===== config.mk =====
export PLATFORM = sky130hd
export DESIGN_NAME = demux_8_deser
export DESIGN_NICKNAME = d
export VERILOG_FILES = /design/src/rtl/demux_8_deser.sv
export SDC_FILE = /design/constraint.sdc
export NUM_CORES = 1
export LEC_CHECK = 0
export ABC_AREA = 1
export BUFFER_PORTS_ARGS = -buffer_cell sky130_fd_sc_hd__buf_2
export CAP_MARGIN = 20
export CORE_MARGIN = 3
export CORE_UTILIZATION = 52
export CTS_BUF_LIST = sky130_fd_sc_hd__clkbuf_4 sky130_fd_sc_hd__clkbuf_8
export CTS_CLUSTER_SIZE = 16
export DETAILED_ROUTE_END_ITERATION = 7
export PLACE_DENSITY = 0.76
export SLEW_MARGIN = 20
export SYNTH_ARGS = -nofsm -noshare
export SYNTH_HDL_FRONTEND = slang
export SYNTH_SLANG_ARGS = --single-unit

===== constraint.sdc =====
create_clock -name clk -period 1.4 [get_ports clk]
set_input_delay 0.07 -clock clk [delete_from_list [all_inputs] [get_ports clk]]
set_output_delay 0.07 -clock clk [all_outputs]
set_load 0.005 [all_outputs]

===== src/rtl/demux_8_deser.sv =====
// rtl/demux_8_deser.sv - 1:8 serial-to-parallel deserializer with valid/ready byte output
//
// Purpose:
//   Receive-side counterpart of the 8:1 bit-select mux tree. A slot counter
//   steers each accepted serial bit into one position of an assembly register.
//   When the frame completes, the byte moves into a one-deep output register
//   presented on a valid/ready port. The next byte assembles while the
//   previous one waits downstream. Only the final bit of a frame can stall.
//
// Parameters:
//   LSB_FIRST  1: stream bit k lands in out_data[k]; 0: it lands in out_data[7-k]
//
// Optional feature (macro DEMUX8_PARITY_EN):
//   When defined, a frame is 8 data bits followed by one even-parity bit.
//   sel widens to 4 bits and counts 0..8. The parity_err port is then present;
//   it is loaded together with out_data and is meaningful only while out_valid=1.
//
// Ports:
//   clk         in   rising-edge clock
//   rst         in   synchronous, active-high reset
//   in_valid    in   serial bit present
//   in_bit      in   serial data bit
//   in_ready    out  block accepts in_bit this cycle
//   sel         out  slot counter, i.e. stream index of the next bit
//   out_valid   out  assembled byte available
//   out_ready   in   downstream accepts the byte
//   out_data    out  assembled byte
//   parity_err  out  parity mismatch for the byte on out_data (DEMUX8_PARITY_EN only)

module demux_8_deser #(
  parameter int LSB_FIRST = 1,
`ifdef DEMUX8_PARITY_EN
  localparam int SEL_W     = 4,
  localparam int LAST_SLOT = 8
`else
  localparam int SEL_W     = 3,
  localparam int LAST_SLOT = 7
`endif
) (
  input  logic             clk,
  input  logic             rst,
  input  logic             in_valid,
  input  logic             in_bit,
  output logic             in_ready,
  output logic [SEL_W-1:0] sel,
  output logic             out_valid,
  input  logic             out_ready,
  output logic [7:0]       out_data
`ifdef DEMUX8_PARITY_EN
  ,
  output logic             parity_err
`endif
);

  // S_LAST mirrors sel==LAST_SLOT so the stall decision does not need a
  // wide compare on the counter every cycle.
  typedef enum logic {
    S_COLLECT,
    S_LAST
  } state_t;

  state_t     state;
  logic [7:0] asm_q;
  logic [7:0] asm_merged;
  logic [2:0] slot;
  logic       bit_acc;
  logic       byte_acc;
  logic       complete;

  // The last bit of a frame stalls only while the output register holds a
  // byte that is not draining this cycle.
  assign in_ready = !((state == S_LAST) && out_valid && !out_ready);

  assign bit_acc  = in_valid && in_ready;
  assign byte_acc = out_valid && out_ready;
  assign complete = bit_acc && (state == S_LAST);

  // Stream index to register position. In parity mode sel[3] is only set on
  // the parity slot, which never writes the assembly register.
  assign slot = (LSB_FIRST != 0) ? sel[2:0] : (3'd7 - sel[2:0]);

  // Assembly register with the incoming bit merged into its slot; this lets
  // the completing data bit reach out_data on the same edge it is accepted.
  always_comb begin
    asm_merged       = asm_q;
    asm_merged[slot] = in_bit;
  end

  always_ff @(posedge clk) begin
    if (rst) begin
      state     <= S_COLLECT;
      sel       <= '0;
      asm_q     <= 8'h00;
      out_data  <= 8'h00;
      out_valid <= 1'b0;
`ifdef DEMUX8_PARITY_EN
      parity_err <= 1'b0;
`endif
    end else begin
      if (bit_acc) begin
        if (state == S_LAST) begin
          // Final bit of the frame: wrap the counter and publish the byte.
          state <= S_COLLECT;
          sel   <= '0;
`ifdef DEMUX8_PARITY_EN
          // The final bit is the parity bit; data is already complete.
          out_data   <= asm_q;
          parity_err <= (^asm_q) ^ in_bit;
`else
          asm_q    <= asm_merged;
          out_data <= asm_merged;
`endif
        end else begin
          asm_q <= asm_merged;
          sel   <= sel + SEL_W'(1);
          if (sel == SEL_W'(LAST_SLOT - 1)) begin
            state <= S_LAST;
          end
        end
      end

      // A completion wins over a drain on the same edge, so a byte every
      // frame time flows through with no bubble.
      if (complete) begin
        out_valid <= 1'b1;
      end else if (byte_acc) begin
        out_valid <= 1'b0;
      end
    end
  end

endmodule


==> flow_metrics.env, run 1 <==
export IMPL_layout_min_cycle_time_ns=1.19
export IMPL_clock_path_buffers=2
export IMPL_grt_setup_unrepaired="false"
export IMPL_cts_sinks=21
export IMPL_worstPathRequired_ns=1.67
export IMPL_initialDrtViolationCount=13
export IMPL_finalWirelength_um=2290
export IMPL_synthTopCellsByCount="nand2_1 (55), nor2_1 (32), inv_1 (23), dfxtp_1 (21), nand3_1 (10)"
export IMPL_place_congestion=0.777
export IMPL_synth_xor_xnor_area_share=0
export IMPL_register_area_um2=422
export IMPL_grt_overflow=0
export IMPL_holdWs_ns=0.0940
export IMPL_yosys_area_share_adder=0.0216
export IMPL_tightest_slew_ns=0.420
export IMPL_cts_tree="done"
export IMPL_wl_per_cell_um=10.6
export IMPL_crit_path_start_kind="flop"
export IMPL_synth_cell_types=22
export IMPL_synth_top_cell_area_share=0.362
export IMPL_syn_avg_cell_area_um2=6.71
export IMPL_cpPeakStageDelay_ns=0.44
export IMPL_drive_gt1_frac=0.200
export IMPL_start_util=0.569
export IMPL_dieWidth_um=53.3
export IMPL_synth_area_leader_cell="dfxtp_1"
export IMPL_synth_flop_cell="dfxtp_1"
export IMPL_fmax_mhz=843
export IMPL_peakVddDrop_uv=785
export IMPL_synth_simple_area_share=0.426
export IMPL_post_synth_top_count_cell="nand2_1"
export IMPL_synth_edff_count=0
export IMPL_finalSetupTns_ns=0
export IMPL_maxCapViolCount=0
export IMPL_io_buffers=17
export IMPL_grt_pass1_wl_um=4240
export IMPL_htreeDepth=1
export IMPL_antenna_found_initial=0
export IMPL_synth_top_family_by_area="simple AND/OR/NAND/NOR gates"
export IMPL_syn2layout_area_growth_pct=7.97
export IMPL_ios=18
export IMPL_dieArea_mm2=0.00284
export IMPL_core_mm2=0.00204
export IMPL_critical_path_class="reg2reg"
export IMPL_route_met2_wl_um=1080
export IMPL_p_per_area_mw_per_mm2=887
export IMPL_netlist_area_mm2=0.00116
export IMPL_skew_ns=0.00186
export IMPL_cts_buffers_inserted=3
export IMPL_arrival_ns=1.45
export IMPL_crit_chain="ha_1 > or2_2 > a21oi_2"
export IMPL_grt_pass1_vias=945
export IMPL_yosys_warnings=0
export IMPL_routed_top_layer="met4"
export IMPL_cts_repair_resized=0
export IMPL_synth_ff_latch_count=21
export IMPL_wl_met1_um=1110
export IMPL_diodes=0
export IMPL_drc_errors=0
export IMPL_critPathCaptureType="flop"
export IMPL_grt_max_degree=19
export IMPL_max_slew_margin=0.719
export IMPL_die_h_um=53.3
export IMPL_layout_nets=198
export IMPL_clk_latency_ns=0.32
export IMPL_dr_pass1_iters=4
export IMPL_path_delay_family="flip-flops"
export IMPL_post_dp_hpwl_um=1690
export IMPL_fillers=217
export IMPL_ys_async_sr_fraction=0
export IMPL_ys_seq_area_frac=0.362
export IMPL_post_route_period_util=0.847
export IMPL_ys_top_cells_by_area="dfxtp_1 (36%), nand2_1 (18%), nor2_1 (10%)"
export IMPL_met3_length_um=93
export IMPL_final_max_slew_violation_count=0
export IMPL_status="complete, no violations"
export IMPL_hold_viol=0
export IMPL_syn_num_nets=180
export IMPL_clk_pin_slew_ns=0.13
export IMPL_synthMuxAreaShare=0
export IMPL_multiInputGateArea_um2=552
export IMPL_cellLeakagePower_nw=0.673
export IMPL_cp_num_buf_inv=0
export IMPL_utilization=0.614
export IMPL_viasPerCell=4.81
export IMPL_cp_max_fo=4
export IMPL_drtAntennaViolNets=0
export IMPL_clockRootBuffer="clkbuf_4"
export IMPL_num_rows=16
export IMPL_slowest_stage="dfxtp_1"
export IMPL_track_usage=0.204
export IMPL_synthesis_instances=173
export IMPL_dr_total_vias=1043
export IMPL_setup_viol=0
export IMPL_synth_compound_area_share=0.0280
export IMPL_hold_path_class="in2reg"
per-stage QoR:
step                      instance area (µm²)  cells  setup WS [ns]  power (mW)
after floorplan                          1160    173         0.0312       0.784
after global placement                   1220    212          0.280       0.802
after detailed placement                 1220    212          0.241       0.811
after CTS                                1250    217          0.211        1.12
after global routing                     1250    217         0.0646        1.17
final                                    1250    217          0.214        1.11
layout by cell type, fill, tap and decap left out:
cell,instances
a21oi_1,1
a21oi_2,2
buf_2,17
buf_4,4
clkbuf_4,3
clkinv_2,1
dfxtp_1,20
dfxtp_2,1
dlygate4sd3_1,1
ha_1,2
inv_1,23
inv_2,2
nand2_1,55
nand2_4,3
nand3_1,10
nand3_2,1
nand3_4,1
nand4_1,6
nor2_1,32
nor2_2,2
o21ai_0,1
o21ai_1,1
or2_2,1
state kept, by name (all words and copies together) (netlist names):
name       count
state          1
out_valid      1
sel            3
asm_q          8
out_data       8
per-layer routing:
| metal | vias to the layer above | GRT usage |
|---|---|---|
| li1 | 555 | - |
| met1 | 469 | 0.259 |
| met2 | 17 | 0.331 |
| met3 | 2 | 0.0620 |
| met4 | 0 | 0.0511 |
| met5 | - | 0 |
logic make-up after synthesis:
group / after synthesis
simple gates: 111
buf+inv: 34
flops: 21
compound gates: 5
fa+ha+maj: 2
power by group:
part / internal [mW] / switching (mW)
Sequential: 0.619 / 0.0152
Clock: 0.107 / 0.204
Combinational: 0.0624 / 0.104
layout make-up:
type | instances | area share
Inverter | 25 | 0.0749
Multi-Input combinational cell | 118 | 0.440
Clock inverter | 1 | 0.00399
Tap cell | 27 | 0.0269
Sequential cell | 21 | 0.336
Timing Repair Buffer | 22 | 0.0998
Clock buffer | 3 | 0.0180
tightest hold or removal path: stages:
cell and delay (ns):
buf_2 0.15, nand3_1 0.11, a21oi_2 0.05
path summary, 6_finish.rpt:
path,cells after the start,startpoint,slack [ns],to
worst max-delay path,3,sel[1]$_SDFFE_PP0P_,0.21,sel[1]$_SDFFE_PP0P_
worst min-delay path,3,in_valid,0.09,state$_SDFFE_PP0P_
worst max register to register,3,sel[1]$_SDFFE_PP0P_,0.21,sel[1]$_SDFFE_PP0P_
worst min register to register,4,out_data[7]$_SDFFE_PP0P_,0.52,out_data[7]$_SDFFE_PP0P_
what timing repair did:
item,in CTS,in global routing
endpoints found under the setup margin,0,0
buffers inserted,0,0
hold endpoints to repair,1,0
hold buffers,1,0
(Power assumes the default switching activity.)
==> run 2: changes to the inputs <==
- ABC_AREA: 1 -> 0
- CORE_UTILIZATION: 52 -> 51
- PLACE_DENSITY: 0.76 -> 0.75
- clock period: 1.4 -> 1 ns (I/O delays scaled with it)
==> run 2 against run 1 <==
The run now ends with setup timing left. Combinational power up 52%. Sequential power up 42%. Total power up 40%. Die area down 7.3%. Synthesized cell count down 39%. Worst setup slack worse by 0.51 ns. Non-clock buffer count up 11. Sequential cell count unchanged. Register-to-register slack worse by 0.51 ns. Largest cell class unchanged.
==> flow_metrics.env, run 2 <==
export IMPL_status="finished, violations left"
export IMPL_failed_checks="setup timing"
export IMPL_dr_pass1_iters=4
export IMPL_crit_chain="buf_6 > nor3b_4 > mux2i_2 > a211oi_2"
export IMPL_dieArea_mm2=0.00263
export IMPL_hold_path_class="in2reg"
export IMPL_final_max_slew_violation_count=0
export IMPL_worstPathRequired_ns=1.18
export IMPL_post_route_period_util=1.30
export IMPL_grt_pass1_wl_um=4040
export IMPL_netlist_area_mm2=0.00105
export IMPL_drtAntennaViolNets=0
export IMPL_cts_sinks=21
export IMPL_finalWirelength_um=2500
export IMPL_cts_buffers_inserted=3
export IMPL_grt_pass1_vias=841
export IMPL_post_dp_hpwl_um=1530
export IMPL_viasPerCell=5.77
export IMPL_fin_area_mm2=0.00141
export IMPL_cts_tree="done"
export IMPL_syn_avg_cell_area_um2=9.96
export IMPL_clock_path_buffers=2
export IMPL_synth_area_leader_cell="dfxtp_1"
export IMPL_layout_min_cycle_time_ns=1.30
export IMPL_synth_cell_types=25
export IMPL_final_cell_mix="a21oi_1 (18), dfxtp_1 (16), buf_2 (14)"
export IMPL_diodes=0
export IMPL_grt_max_degree=22
export IMPL_worst_slack_ns=-0.295
export IMPL_syn2layout_area_growth_pct=35.2
export IMPL_critPathCaptureType="flop"
export IMPL_yosys_warnings=0
export IMPL_track_usage=0.197
export IMPL_ys_seq_area_frac=0.402
export IMPL_p_per_area_mw_per_mm2=1100
export IMPL_cpPeakStageDelay_ns=0.39
export IMPL_peakVddDrop_uv=802
export IMPL_synth_edff_count=0
export IMPL_crit_path_start_kind="flop"
export IMPL_critical_path_class="reg2reg"
export IMPL_clockRootBuffer="clkbuf_4"
export IMPL_start_util=0.575
export IMPL_holdWs_ns=0.0433
export IMPL_dpl_cell_count=146
export IMPL_antenna_found_initial=0
export IMPL_fillers=109
export IMPL_max_slew_margin=0.661
export IMPL_dr_total_vias=912
export IMPL_layout_nets=141
export IMPL_synth_flop_cell="dfxtp_1"
export IMPL_synth_ff_latch_count=21
export IMPL_reg_top3="asm_q: 8 flops, out_data: 8 flops, sel: 3 flops"
export IMPL_drive_gt1_frac=0.564
export IMPL_hold_viol=0
export IMPL_grt_overflow=0
export IMPL_initialDrtViolationCount=16
export IMPL_io_buffers=17
export IMPL_clk_latency_ns=0.30
export IMPL_pre_cts_ws_ns=-0.252
export IMPL_wl_per_cell_um=15.8
export IMPL_ys_top_cells_by_area="dfxtp_1 (40%), a21oi_1 (10%), a211oi_2 (9.6%)"
export IMPL_maxCapViolCount=0
export IMPL_syn_num_nets=112
export IMPL_num_rows=15
export IMPL_multiInputGateArea_um2=648
export IMPL_final_common_cell="a21oi_1"
export IMPL_ios=18
export IMPL_timing_reg2reg_worst_path_depth=4
export IMPL_synth_top_cell_area_share=0.402
export IMPL_cellLeakagePower_nw=0.534
export IMPL_die_h_um=51.3
export IMPL_setup_viol=24
export IMPL_htreeDepth=1
export IMPL_place_congestion=0.743
export IMPL_instances_no_fill=158
export IMPL_grt_setup_unrepaired="true"
export IMPL_core_mm2=0.00182
export IMPL_cp_max_fo=7
export IMPL_dpl_cell_area_mm2=0.00119
export IMPL_synthesis_instances=105
export IMPL_ys_async_sr_fraction=0
export IMPL_skew_ns=0.00947
export IMPL_synthTopCellsByCount="a21oi_1 (21), dfxtp_1 (21), a211oi_1 (8), a211oi_2 (8), mux2i_1 (8)"
export IMPL_hold_buffers=0
export IMPL_slowest_stage="dfxtp_4"
export IMPL_tightest_slew_ns=0.508
export IMPL_clk_pin_slew_ns=0.12
export IMPL_hold_depth=3
export IMPL_fmax_mhz=772
export IMPL_drc_errors=0
export IMPL_utilization=0.777
export IMPL_arrival_ns=1.48
export IMPL_dieWidth_um=51.3
export IMPL_register_area_um2=434
[run 2: cell count changes in the layout (fill, tap and decap cells not counted), moves of 7 or more]
cell / before / now
nor2_1: 32 / 0
inv_1: 23 / 1
nand3_1: 10 / 0
a211oi_2: 0 / 9
nand2_1: 55 / 1
a21oi_1: 1 / 18
buf_6: 0 / 9
a211oi_1: 0 / 7
[run 2: final cells by class]
class / instances / area share
multi-input cells: 72 / 0.458
flip-flops and latches: 21 / 0.307
inverters: 3 / 0.00973
repair buffers: 33 / 0.183
clock inverters: 1 / 0.00354
clock buffers: 3 / 0.0159
well taps: 25 / 0.0221
[run 2: timing repair]
| item | CTS | global route |
|---|---|---|
| cloned | 0 | 1 |
| setup buffers | 5 | 2 |
| pin swaps | 16 | 7 |
| gates resized for setup | 24 | 8 |
| setup endpoints to repair | 23 | 24 |
[run 2: stage by stage]
step | TNS [ns] | power (mW)
2_1_floorplan | -1.72 | 1.05
3_3_place_gp | -2.46 | 1.09
3_5_place_dp | -2.88 | 1.10
4_1_cts | -3.29 | 1.53
5_1_grt | -4.79 | 1.64
6_report | -3.69 | 1.56
[run 2: kinds of logic after synthesis]
group / count (synthesis) / share of synthesized area
mux: 8 / 0.0766
flops: 21 / 0.402
simple gates: 19 / 0.144
fa+ha+maj: 2 / 0.0239
buf+inv: 13 / 0.0742
compound gates: 42 / 0.280
[run 2: routing by layer]
| metal | GRT usage | wire [µm] | vias to the layer above | share of wire |
|---|---|---|---|---|
| li1 | - | - | 446 | - |
| met1 | 0.284 | 1190 | 437 | 0.47 |
| met2 | 0.311 | 1180 | 27 | 0.47 |
| met3 | 0.0204 | 111 | 2 | 0.044 |
| met4 | 0.0524 | 15 | 0 | 0.0060 |
| met5 | 0 | 0 | - | 0 |
[run 2: path summary, 6_finish.rpt]
kind                         startpoint                      to  slack, ns
setup / recovery    sel[0]$_SDFFE_PP0P_   asm_q[2]$_SDFFE_PP0P_      -0.30
hold / removal                 in_valid  out_valid$_SDFFE_PP0P_       0.04
setup reg to reg    sel[0]$_SDFFE_PP0P_   asm_q[2]$_SDFFE_PP0P_      -0.30
hold reg to reg   asm_q[6]$_SDFFE_PP0P_   asm_q[6]$_SDFFE_PP0P_       0.53
[run 2: critical path, delay by kind of cell, from the launching register on]
kind | cells | cell delay [ns]
DFF | 1 | 0.39
buffers and inverters | 1 | 0.13
AOI/OAI and AO/OA | 1 | 0.12
and+or+nand+nor | 1 | 0.20
muxes | 1 | 0.34
[run 2: where the power goes]
group	switching, mW	internal (mW)
clock network	0.259	0.149
logic	0.129	0.123
registers	0.0361	0.864
total	0.424	1.14
